### src/rtl/cs_seq_multi_if.sv
// Handshake bundle between the multi-device sequencer and its
// MAC, FIFO, ADC and UDP neighbours.
interface cs_seq_multi_if #(
  parameter int unsigned NUM_DEV = 4
);
  logic               fs_adc;
  logic               fs_udp_rx;
  logic               fd_udp_rx;
  logic               fs_mac2fifoc;
  logic               fd_mac2fifoc;
  logic               fs_fifoc2cs;
  logic               fd_fifoc2cs;
  logic [7:0]         cmd_kdev;
  logic [7:0]         cmd_ctrl;
  logic [NUM_DEV-1:0] fs_adc_check;
  logic [NUM_DEV-1:0] fd_adc_check;
  logic [NUM_DEV-1:0] fs_adc_conf;
  logic [NUM_DEV-1:0] fd_adc_conf;
  logic [NUM_DEV-1:0] fs_adc_read;
  logic [NUM_DEV-1:0] fd_adc_read;
  logic               fs_adc_fifo;
  logic               fd_adc_fifo;
  logic               fs_udp_tx;
  logic               fd_udp_tx;
  logic [NUM_DEV-1:0] dev_mask;
  logic [11:0]        eth_tx_len;
  logic               rst_dev;
  logic               err;
  logic               ovr;
  logic [3:0]         state;

  modport master (
    input  fs_adc, fs_udp_rx,
    input  fd_mac2fifoc, fd_fifoc2cs,
    input  cmd_kdev, cmd_ctrl,
    input  fd_adc_check, fd_adc_conf,
    input  fd_adc_read, fd_adc_fifo,
    input  fd_udp_tx,
    output fd_udp_rx,
    output fs_mac2fifoc, fs_fifoc2cs,
    output fs_adc_check, fs_adc_conf,
    output fs_adc_read, fs_adc_fifo,
    output fs_udp_tx,
    output dev_mask, eth_tx_len,
    output rst_dev, err, ovr, state
  );

  modport slave (
    output fs_adc, fs_udp_rx,
    output fd_mac2fifoc, fd_fifoc2cs,
    output cmd_kdev, cmd_ctrl,
    output fd_adc_check, fd_adc_conf,
    output fd_adc_read, fd_adc_fifo,
    output fd_udp_tx,
    input  fd_udp_rx,
    input  fs_mac2fifoc, fs_fifoc2cs,
    input  fs_adc_check, fs_adc_conf,
    input  fs_adc_read, fs_adc_fifo,
    input  fs_udp_tx,
    input  dev_mask, eth_tx_len,
    input  rst_dev, err, ovr, state
  );
endinterface

### src/rtl/cs_seq_multi.sv
// Multi-device command/status sequencer: command intake, per-device
// check/config, then one read/fifo/tx cycle per sample tick.
module cs_seq_multi #(
  parameter int unsigned      NUM_DEV = 4,
  parameter int unsigned      ADC_LEN = 64,
  parameter int unsigned      HDR_LEN = 8,
  parameter int unsigned      TMO_W   = 16,
  parameter logic [TMO_W-1:0] TMO_MAX = 16'hFFFF
) (
  input logic            clk,
  input logic            rst,
  cs_seq_multi_if.master bus
);

  typedef enum logic [3:0] {
    IDLE      = 4'd0,
    RXACK     = 4'd1,
    MAC2FIFOC = 4'd2,
    FIFOC2CS  = 4'd3,
    DECODE    = 4'd4,
    CHECK     = 4'd5,
    CONF      = 4'd6,
    WAIT      = 4'd7,
    READ      = 4'd8,
    FIFO      = 4'd9,
    TX        = 4'd10
  } state_t;

  state_t             cur, nxt;
  logic [TMO_W-1:0]   cnt, cnt_d;
  logic               run, run_d;
  logic [NUM_DEV-1:0] mask, mask_d;
  logic [NUM_DEV-1:0] kdev, fd_v;
  logic [NUM_DEV-1:0] chk_q, chk_d;
  logic [NUM_DEV-1:0] conf_q, conf_d;
  logic [NUM_DEV-1:0] rd_q, rd_d;
  logic [11:0]        len_q, len_d, len_sat;
  logic [31:0]        len_w;
  logic [3:0]         pop;
  logic               waiting, vdone, tmo_hit, rx_entry;
  logic               fdrx_q, fdrx_d;
  logic               mac_q, mac_d;
  logic               fc_q, fc_d;
  logic               fifo_q, fifo_d;
  logic               tx_q, tx_d;
  logic               rdev_q, rdev_d;
  logic               err_q, err_d;
  logic               ovr_q, ovr_d;
  logic               unused_bits;

  assign kdev        = bus.cmd_kdev[NUM_DEV-1:0];
  assign unused_bits = ^{bus.cmd_ctrl[7:2], bus.cmd_kdev};

  always_comb begin
    pop = '0;
    for (int i = 0; i < NUM_DEV; i++)
      pop = pop + {3'b000, kdev[i]};
  end

  assign len_w   = HDR_LEN + 32'(pop) * ADC_LEN;
  assign len_sat = (len_w > 32'hFFF) ? 12'hFFF : len_w[11:0];

  always_comb begin
    fd_v = bus.fd_adc_read;
    if (cur == CHECK)
      fd_v = bus.fd_adc_check;
    else if (cur == CONF)
      fd_v = bus.fd_adc_conf;
  end

  // disabled devices never hold a vector stage back
  assign vdone   = (fd_v & mask) == mask;
  assign waiting = cur inside {RXACK, MAC2FIFOC, FIFOC2CS,
                               CHECK, CONF, READ, FIFO, TX};

  always_ff @(posedge clk or negedge rst) begin
    if (!rst) begin
      cur    <= IDLE;
      cnt    <= '0;
      run    <= 1'b0;
      mask   <= '0;
      len_q  <= '0;
      chk_q  <= '0;
      conf_q <= '0;
      rd_q   <= '0;
      fdrx_q <= 1'b0;
      mac_q  <= 1'b0;
      fc_q   <= 1'b0;
      fifo_q <= 1'b0;
      tx_q   <= 1'b0;
      rdev_q <= 1'b0;
      err_q  <= 1'b0;
      ovr_q  <= 1'b0;
    end else begin
      cur    <= nxt;
      cnt    <= cnt_d;
      run    <= run_d;
      mask   <= mask_d;
      len_q  <= len_d;
      chk_q  <= chk_d;
      conf_q <= conf_d;
      rd_q   <= rd_d;
      fdrx_q <= fdrx_d;
      mac_q  <= mac_d;
      fc_q   <= fc_d;
      fifo_q <= fifo_d;
      tx_q   <= tx_d;
      rdev_q <= rdev_d;
      err_q  <= err_d;
      ovr_q  <= ovr_d;
    end
  end

  always_comb begin
    nxt     = cur;
    tmo_hit = 1'b0;
    unique case (cur)
      IDLE:      if (bus.fs_udp_rx) nxt = RXACK;
      RXACK:     if (!bus.fs_udp_rx) nxt = MAC2FIFOC;
      MAC2FIFOC: if (bus.fd_mac2fifoc) nxt = FIFOC2CS;
      FIFOC2CS:  if (bus.fd_fifoc2cs) nxt = DECODE;
      DECODE:    nxt = (kdev == '0) ? IDLE : CHECK;
      CHECK:     if (vdone) nxt = CONF;
      CONF:      if (vdone) nxt = run ? WAIT : IDLE;
      WAIT: begin
        if (bus.fs_udp_rx)   nxt = RXACK;
        else if (bus.fs_adc) nxt = READ;
      end
      READ:      if (vdone) nxt = FIFO;
      FIFO:      if (bus.fd_adc_fifo) nxt = TX;
      TX:        if (bus.fd_udp_tx) nxt = WAIT;
      default:   nxt = IDLE;
    endcase
    if (waiting && nxt == cur && cnt == TMO_MAX) begin
      nxt     = IDLE;
      tmo_hit = 1'b1;
    end
  end

  always_comb begin
    rx_entry = (nxt == RXACK) && (cur != RXACK);
    cnt_d    = (nxt != cur) ? '0 :
               waiting ? cnt + TMO_W'(1) : cnt;
    mask_d   = (cur == DECODE) ? kdev : mask;
    run_d    = (cur == DECODE) ? bus.cmd_ctrl[0] : run;
    len_d    = len_q;
    if (cur == DECODE)
      len_d = (kdev == '0) ? 12'h000 : len_sat;
    rdev_d   = (cur == DECODE) && bus.cmd_ctrl[1];
    // strobes are a function of the state being entered
    fdrx_d   = nxt == RXACK;
    mac_d    = nxt == MAC2FIFOC;
    fc_d     = nxt == FIFOC2CS;
    chk_d    = (nxt == CHECK) ? mask_d : '0;
    conf_d   = (nxt == CONF) ? mask_d : '0;
    rd_d     = (nxt == READ) ? mask_d : '0;
    fifo_d   = nxt == FIFO;
    tx_d     = nxt == TX;
    err_d    = tmo_hit ? 1'b1 : rx_entry ? 1'b0 : err_q;
    ovr_d    = ovr_q;
    if (rx_entry)
      ovr_d = 1'b0;
    else if (bus.fs_adc && (cur inside {READ, FIFO, TX}))
      ovr_d = 1'b1;
  end

  assign bus.fd_udp_rx    = fdrx_q;
  assign bus.fs_mac2fifoc = mac_q;
  assign bus.fs_fifoc2cs  = fc_q;
  assign bus.fs_adc_check = chk_q;
  assign bus.fs_adc_conf  = conf_q;
  assign bus.fs_adc_read  = rd_q;
  assign bus.fs_adc_fifo  = fifo_q;
  assign bus.fs_udp_tx    = tx_q;
  assign bus.dev_mask     = mask;
  assign bus.eth_tx_len   = len_q;
  assign bus.rst_dev      = rdev_q;
  assign bus.err          = err_q;
  assign bus.ovr          = ovr_q;
  assign bus.state        = cur;

endmodule
### src/flat_wrapper.sv
// flat-port wrapper written by rule: the top's interface ports become plain ports
module cs_seq_multi_flat 
#(
  parameter int unsigned      NUM_DEV = 4,
  parameter int unsigned      ADC_LEN = 64,
  parameter int unsigned      HDR_LEN = 8,
  parameter int unsigned      TMO_W   = 16,
  parameter logic [TMO_W-1:0] TMO_MAX = 16'hFFFF
)
  (clk, rst, bus_fs_adc, bus_fs_udp_rx, bus_fd_mac2fifoc, bus_fd_fifoc2cs, bus_cmd_kdev, bus_cmd_ctrl, bus_fd_adc_check, bus_fd_adc_conf, bus_fd_adc_read, bus_fd_adc_fifo, bus_fd_udp_tx, bus_fd_udp_rx, bus_fs_mac2fifoc, bus_fs_fifoc2cs, bus_fs_adc_check, bus_fs_adc_conf, bus_fs_adc_read, bus_fs_adc_fifo, bus_fs_udp_tx, bus_dev_mask, bus_eth_tx_len, bus_rst_dev, bus_err, bus_ovr, bus_state);
  cs_seq_multi_if #(.NUM_DEV(NUM_DEV)) bus_i ();
  input logic clk;
  input logic rst;
  input wire logic [$bits(bus_i.fs_adc)-1:0] bus_fs_adc;
  input wire logic [$bits(bus_i.fs_udp_rx)-1:0] bus_fs_udp_rx;
  input wire logic [$bits(bus_i.fd_mac2fifoc)-1:0] bus_fd_mac2fifoc;
  input wire logic [$bits(bus_i.fd_fifoc2cs)-1:0] bus_fd_fifoc2cs;
  input wire logic [$bits(bus_i.cmd_kdev)-1:0] bus_cmd_kdev;
  input wire logic [$bits(bus_i.cmd_ctrl)-1:0] bus_cmd_ctrl;
  input wire logic [$bits(bus_i.fd_adc_check)-1:0] bus_fd_adc_check;
  input wire logic [$bits(bus_i.fd_adc_conf)-1:0] bus_fd_adc_conf;
  input wire logic [$bits(bus_i.fd_adc_read)-1:0] bus_fd_adc_read;
  input wire logic [$bits(bus_i.fd_adc_fifo)-1:0] bus_fd_adc_fifo;
  input wire logic [$bits(bus_i.fd_udp_tx)-1:0] bus_fd_udp_tx;
  output wire logic [$bits(bus_i.fd_udp_rx)-1:0] bus_fd_udp_rx;
  output wire logic [$bits(bus_i.fs_mac2fifoc)-1:0] bus_fs_mac2fifoc;
  output wire logic [$bits(bus_i.fs_fifoc2cs)-1:0] bus_fs_fifoc2cs;
  output wire logic [$bits(bus_i.fs_adc_check)-1:0] bus_fs_adc_check;
  output wire logic [$bits(bus_i.fs_adc_conf)-1:0] bus_fs_adc_conf;
  output wire logic [$bits(bus_i.fs_adc_read)-1:0] bus_fs_adc_read;
  output wire logic [$bits(bus_i.fs_adc_fifo)-1:0] bus_fs_adc_fifo;
  output wire logic [$bits(bus_i.fs_udp_tx)-1:0] bus_fs_udp_tx;
  output wire logic [$bits(bus_i.dev_mask)-1:0] bus_dev_mask;
  output wire logic [$bits(bus_i.eth_tx_len)-1:0] bus_eth_tx_len;
  output wire logic [$bits(bus_i.rst_dev)-1:0] bus_rst_dev;
  output wire logic [$bits(bus_i.err)-1:0] bus_err;
  output wire logic [$bits(bus_i.ovr)-1:0] bus_ovr;
  output wire logic [$bits(bus_i.state)-1:0] bus_state;
  assign bus_i.fs_adc = bus_fs_adc;
  assign bus_i.fs_udp_rx = bus_fs_udp_rx;
  assign bus_i.fd_mac2fifoc = bus_fd_mac2fifoc;
  assign bus_i.fd_fifoc2cs = bus_fd_fifoc2cs;
  assign bus_i.cmd_kdev = bus_cmd_kdev;
  assign bus_i.cmd_ctrl = bus_cmd_ctrl;
  assign bus_i.fd_adc_check = bus_fd_adc_check;
  assign bus_i.fd_adc_conf = bus_fd_adc_conf;
  assign bus_i.fd_adc_read = bus_fd_adc_read;
  assign bus_i.fd_adc_fifo = bus_fd_adc_fifo;
  assign bus_i.fd_udp_tx = bus_fd_udp_tx;
  assign bus_fd_udp_rx = bus_i.fd_udp_rx;
  assign bus_fs_mac2fifoc = bus_i.fs_mac2fifoc;
  assign bus_fs_fifoc2cs = bus_i.fs_fifoc2cs;
  assign bus_fs_adc_check = bus_i.fs_adc_check;
  assign bus_fs_adc_conf = bus_i.fs_adc_conf;
  assign bus_fs_adc_read = bus_i.fs_adc_read;
  assign bus_fs_adc_fifo = bus_i.fs_adc_fifo;
  assign bus_fs_udp_tx = bus_i.fs_udp_tx;
  assign bus_dev_mask = bus_i.dev_mask;
  assign bus_eth_tx_len = bus_i.eth_tx_len;
  assign bus_rst_dev = bus_i.rst_dev;
  assign bus_err = bus_i.err;
  assign bus_ovr = bus_i.ovr;
  assign bus_state = bus_i.state;
  cs_seq_multi #(.NUM_DEV(NUM_DEV), .ADC_LEN(ADC_LEN), .HDR_LEN(HDR_LEN), .TMO_W(TMO_W), .TMO_MAX(TMO_MAX)) u_core (.clk(clk), .rst(rst), .bus(bus_i));
endmodule
### config.mk
export PLATFORM = sky130hd
export DESIGN_NAME = cs_seq_multi_flat
export DESIGN_NICKNAME = d
export VERILOG_FILES = /design/src/rtl/cs_seq_multi_if.sv /design/src/rtl/cs_seq_multi.sv /design/src/flat_wrapper.sv
export SDC_FILE = /design/constraint.sdc
export NUM_CORES = 1
export LEC_CHECK = 0
export CORE_ASPECT_RATIO = 1.4
export CORE_MARGIN = 3
export CORE_UTILIZATION = 43
export DETAILED_ROUTE_END_ITERATION = 12
export PLACE_DENSITY_LB_ADDON = 0.3
export SLEW_MARGIN = 5
export SYNTH_ARGS = -nofsm -noshare
export SYNTH_HDL_FRONTEND = slang
export SYNTH_SLANG_ARGS = --single-unit
### constraint.sdc
create_clock -name clk -period 3.75 [get_ports clk]
set_input_delay 0.75 -clock clk [delete_from_list [all_inputs] [get_ports clk]]
set_output_delay 0.75 -clock clk [all_outputs]
set_load 0.1 [all_outputs]
==> results of run 1 <==
## cell usage after synthesis, types with 2 or more instances
cell	n
nand2_1	35
dfrtp_1	49
buf_6	2
nand4_1	7
nor3b_1	4
nor4_1	14
xnor2_1	8
nand3b_1	2
inv_1	16
and2_1	4
nand2b_1	14
and4_1	2
o22ai_1	2
nor2_1	30
buf_2	4
clkbuf_1	3
a22o_1	2
o21ai_0	6
nor3_1	9
nand3_1	5
and3_1	6
a21oi_1	7
ha_1	4
a21o_1	2
buf_4	12
o2111a_1	2
mux2i_1	4
xor2_1	7
or3_1	2
nor2b_1	8
## registers in the layout, summed over array words and instances (netlist names)
register                 cells
u_core.cnt                  16
u_core.bus.fs_fifoc2cs       1
u_core.bus.eth_tx_len        4
u_core.bus.err               1
u_core.bus.fs_adc_fifo       1
u_core.bus.fs_adc_conf       4
u_core.bus.state             4
u_core.bus.rst_dev           1
u_core.bus.fs_udp_tx         1
u_core.bus.ovr               1
u_core.bus.fd_udp_rx         1
u_core.bus.fs_mac2fifoc      1
u_core.bus.fs_adc_read       4
u_core.bus.dev_mask          4
u_core.bus.fs_adc_check      4
u_core.run                   1
## power groups by stage
stage                     registers [W]  clock network, W  logic [W]
after floorplan                 0.00134                 0   0.000755
after global placement         0.000773                 0    0.00175
after detailed placement       0.000773                 0    0.00175
after CTS                      0.000766          0.000334    0.00176
after global routing           0.000785          0.000360    0.00187
final                          0.000765          0.000325    0.00176
## logic make-up after synthesis
group	count (synthesis)	synth area share, %
DFF	49	44.9
muxes	5	1.88
xor gates and xnor gates	15	4.81
AOI/OAI and AO/OA	33	8.93
adders and majority gates	5	2.56
buffers and inverters	37	7.46
and+or+nand+nor	151	29.4
other	1	0.137
## area by class of cell
class | instances | share of cell area [%]
clock inverters | 3 | 0.773
flip-flops and latches | 49 | 36.1
inverters | 16 | 1.77
well taps | 70 | 2.58
multi-input cells | 217 | 39.3
repair buffers | 62 | 17.5
clock buffers | 5 | 2.03
## worst reg2reg max path, stage by stage (launching register included)
cell	delay (ns)
dfrtp_1	0.78
nor3_1	0.15
a211oi_2	0.41
and3_1	0.36
nand2_2	0.09
or3_1	0.43
and4bb_4	0.53
nor4_1	0.11
## path summary, 6_finish.rpt
kind	startpoint	to	slack, ns	cells past startpoint
setup / recovery	bus_cmd_kdev[1]	u_core.bus.fs_adc_conf[0]	0.45	10
hold / removal	u_core.bus.err	u_core.bus.err	0.48	1
setup reg to reg	u_core.bus.state[1]	u_core.bus.fs_adc_conf[0]	0.76	7
hold reg to reg	u_core.bus.err	u_core.bus.err	0.48	1
max in group asynchronous	rst	u_core.bus.state[2]	2.47	1
min in group asynchronous	rst	u_core.cnt[9]	0.64	1
## per-stage QoR
step	setup WS, ns	utilization [%]
after detailed placement	0.134	55.2
after floorplan	0.609	-
after global routing	0.313	56.7
after CTS	0.446	56.7
final	0.446	56.7
after global placement	0.146	55.2
## per-layer routing
layer	up-vias	track usage [%]	share of wire (%)	routed length [um]
met4	0	6.97	3.0	195
met2	74	29.8	51	3280
met3	17	5.01	6.3	403
met5	-	0	0	0
met1	1077	23.3	40	2570
li1	1115	-	-	-
==> flow_summary.ini, run 1 <==
[global_route]
grt-ovfl-total = 0
grt_pass1_wl_mm = 10.7
grt_max_degree = 50
grt_pass1_vias = 2239
grt.total_usage_pct = 18.4
antenna_found_initial = 0

[setup_path]
path_class = in2reg
critPathArrivalTime_ns = 3.48
path_cells = clkdlybuf4s50_1 -> inv_1 -> ha_1 -> or3b_1 -> a32oi_1 -> and4_1 -> o31a_1 -> mux2_2 -> and4bb_4 -> nor4_1
worstPathMaxFanout = 22
max_stage_delay_ns = 0.48
critPathBufInv = 2
start_kind = primary input
worstPathRequired_ns = 3.93
critPathTopFamily = simple AND/OR/NAND/NOR gates
endpoint_kind = flip-flop
cp_slowest_cell = and4bb_4

[floorplanning]
ios = 76
std_cell_rows = 33
die_y_um = 100
fp.coreArea_sq_um = 5990
start_util_pct = 45.6
dieWidth_um = 73.4
die_area_sq_um = 7360

[place]
place_inst = 414
dpl-instance-area_sq_um = 3300
place_congestion = 0.865
io_buffers = 57
hpwl_mm = 4.73

[clock_network]
clkTransAtPathRegs_ns = 0.10
hold_buffers = 0
cts_sinks = 49
numCtsBuffers = 5
cts_buffer_depth = 2
cts_tree = done
ctsResizeCount = 0
postCtsSetupBuffers = 0
cts-root-buf = clkbuf_8
htreeDepth = 2
clk_latency_ns = 0.31

[route]
drc = 0
drtPass1Iterations = 4
wl_per_cell_um = 15.3
first_iter_violations = 143
drt_wl_total_mm = 6.45
via_per_inst = 5.41
ant_nets = 0
routed-via-count = 2283

[yosys]
yosys_warnings = 0
post-synth-top-area-fraction_pct = 44.9
syn_avg_cell_area_sq_um = 9.23
async_flop_share_pct = 100
yosysSeqAreaShare_pct = 44.9
netlist_area_sq_um = 2730
synth_cells = 296
synth_top_area_cell = dfrtp_1
yosysUniqueCellTypes = 54
synth_ff_type = dfrtp_1
synth_edf_count = 0
synth_seq_cells = 49
yosys-top-cells-area = dfrtp_1 (45%), nand2_1 (4.8%), nor2_1 (4.1%)

[sta]
slew_violations = 0
rsz0062_at_grt = no
post-route-period-util_pct = 88.1
max_freq_mhz = 303
min_period_ns = 3.30
worst_clock_skew_ns = 0.00709
tns_ns = 0
finalSetupViolCount = 0
worst_pin_slew_ns = 1.06
hold_viol = 0
whs_ns = 0.485
slew_headroom_pct = 29.1

[finish]
finalInstanceArea_sq_um = 3400
fin_nets = 392
area_growth_pct = 24.3
mostFrequentLayoutCells = clkdlybuf4s50_1 (52), dfrtp_1 (49), nand2_1 (35)
final_cell_count_no_fill = 422
antennaDiodeCount = 0
nFillCells = 521
drive_above_1_share_pct = 7.39
layout_commonest_cell = clkdlybuf4s50_1
register_area_sq_um = 1230
multiInputGateArea_sq_um = 1340

[min_path]
hold_path.class = reg2reg

[power]
sequentialPowerShare_pct = 26.8
clockPowerShare_pct = 11.4
leakage_nw = 1.52
power_density_nw_per_um2 = 839
combPwrFrac_pct = 61.7
power_w = 0.00285
worst_ir_drop_vdd_mv = 0.613
swShare_pct = 56.0
intPower_w = 0.00125
power_switching_w = 0.00160

[outcome]
run_status = complete, no violations

[run]
max-cap-violations = 0
Power figures use the tool's default switching activity.
==> run 2, diff against run 1 <==
Settings changed: CORE_MARGIN 3 to unset.
==> flow_summary.ini, run 2 (synthesis gave the netlist of run 1 again) <==
[setup_path]
max_stage_delay_ns = 0.48
critPathTopFamily = simple AND/OR/NAND/NOR gates
path_cells = clkdlybuf4s50_1 -> inv_1 -> ha_1 -> or3b_1 -> a32oi_1 -> and4_1 -> o31a_1 -> mux2_2 -> and4bb_4 -> nor4_1
worstPathMaxFanout = 22
cp_slowest_cell = and4bb_4
critPathBufInv = 2
endpoint_kind = flip-flop
worstPathRequired_ns = 3.93
path_class = in2reg
start_kind = primary input
critPathArrivalTime_ns = 3.49

[sta]
tns_ns = 0
post-route-period-util_pct = 88.4
worst_pin_slew_ns = 1.06
min_period_ns = 3.31
slew_headroom_pct = 29.1
rsz0062_at_grt = no
hold_viol = 0
max_freq_mhz = 302
worst_clock_skew_ns = 0.0187
slew_violations = 0
finalSetupViolCount = 0

[floorplanning]
ios = 76
std_cell_rows = 34
start_util_pct = 44.3
die_area_sq_um = 6680
die_y_um = 96.3
dieWidth_um = 69.4
fp.coreArea_sq_um = 6170

[global_route]
grt_max_degree = 50
grt_pass1_vias = 2288
antenna_found_initial = 0
grt_pass1_wl_mm = 10.6
grt.total_usage_pct = 20.2
grt-ovfl-total = 0

[place]
io_buffers = 57
hpwl_mm = 4.82
place_congestion = 0.927

[route]
wl_per_cell_um = 15.1
routed-via-count = 2284
drtPass1Iterations = 4
first_iter_violations = 68
drt_wl_total_mm = 6.44
drc = 0
via_per_inst = 5.36
ant_nets = 0

[clock_network]
htreeDepth = 2
cts-root-buf = clkbuf_8
clk_latency_ns = 0.31
clkTransAtPathRegs_ns = 0.11
hold_buffers = 0
numCtsBuffers = 5
cts_tree = done
cts_sinks = 49
ctsResizeCount = 0
cts_buffer_depth = 2
postCtsSetupBuffers = 0

[run]
max-cap-violations = 0

[finish]
top_register = u_core.cnt
drive_above_1_share_pct = 7.91
area_growth_pct = 25.0
fin_nets = 394
layout_commonest_cell = clkdlybuf4s50_1
largest_reg_flops = 16
antennaDiodeCount = 0
mostFrequentLayoutCells = clkdlybuf4s50_1 (52), dfrtp_1 (49), nand2_1 (35)
nFillCells = 545

[power]
power_density_nw_per_um2 = 836
worst_ir_drop_vdd_mv = 0.531
leakage_nw = 1.54
power_w = 0.00285

[outcome]
run_status = complete, no violations

[min_path]
hold_path.class = reg2reg
run 2: through the flow:
step,instance area (sq um),utilization [%],setup slack [ns],std cells,hold slack (ns)
detailed placement,3320,53.8,0.105,418,0.462
CTS,3410,55.4,0.435,426,0.488
global placement,3320,53.8,0.145,418,0.461
finish,3410,55.4,0.436,426,0.485
floorplan,2760,-,0.609,303,0.454
global route,3410,55.4,0.324,426,0.512
run 2: final cells by class:
cell class / instances / area (sq um) / area share [%]
clock buffers: 5 / 68.8 / 2.02
clock inverters: 3 / 26.3 / 0.770
inverters: 16 / 60.1 / 1.76
multi-input cells: 217 / 1340 / 39.1
flip-flops and latches: 49 / 1230 / 35.9
well taps: 72 / 90.1 / 2.64
repair buffers: 64 / 608 / 17.8
run 2: path summary, 6_finish.rpt:
kind | cells after the start | endpoint | slack (ns) | startpoint
worst max-delay path | 10 | u_core.bus.fs_adc_read[0] | 0.44 | bus_cmd_kdev[0]
worst min-delay path | 2 | u_core.bus.eth_tx_len[3] | 0.49 | u_core.bus.eth_tx_len[3]
worst max register to register | 7 | u_core.bus.fs_adc_read[0] | 0.79 | u_core.bus.state[1]
worst min register to register | 2 | u_core.bus.eth_tx_len[3] | 0.49 | u_core.bus.eth_tx_len[3]
max in group asynchronous | 1 | u_core.cnt[13] | 2.47 | rst
min in group asynchronous | 1 | u_core.cnt[7] | 0.63 | rst
run 2: power by group:
part / internal, W / total [W] / switching (W)
logic: 0.000495 / 0.00176 / 0.00127
registers: 0.000628 / 0.000756 / 0.000128
clock network: 0.000139 / 0.000334 / 0.000195
total: 0.00126 / 0.00285 / 0.00159
run 2: metal layers:
layer  vias up  track usage (%)  wire, um
li1       1117                -         -
met1      1090             21.2      2510
met2        64             39.2      3440
met3        13             4.82       331
met4         0             6.97       153
met5         -                0         0
run 2: worst min-delay path, cell delays in order, from the launching register on:
cell     delay [ns]
dfrtp_1        0.35
nand2_1        0.05
nand2_1        0.06
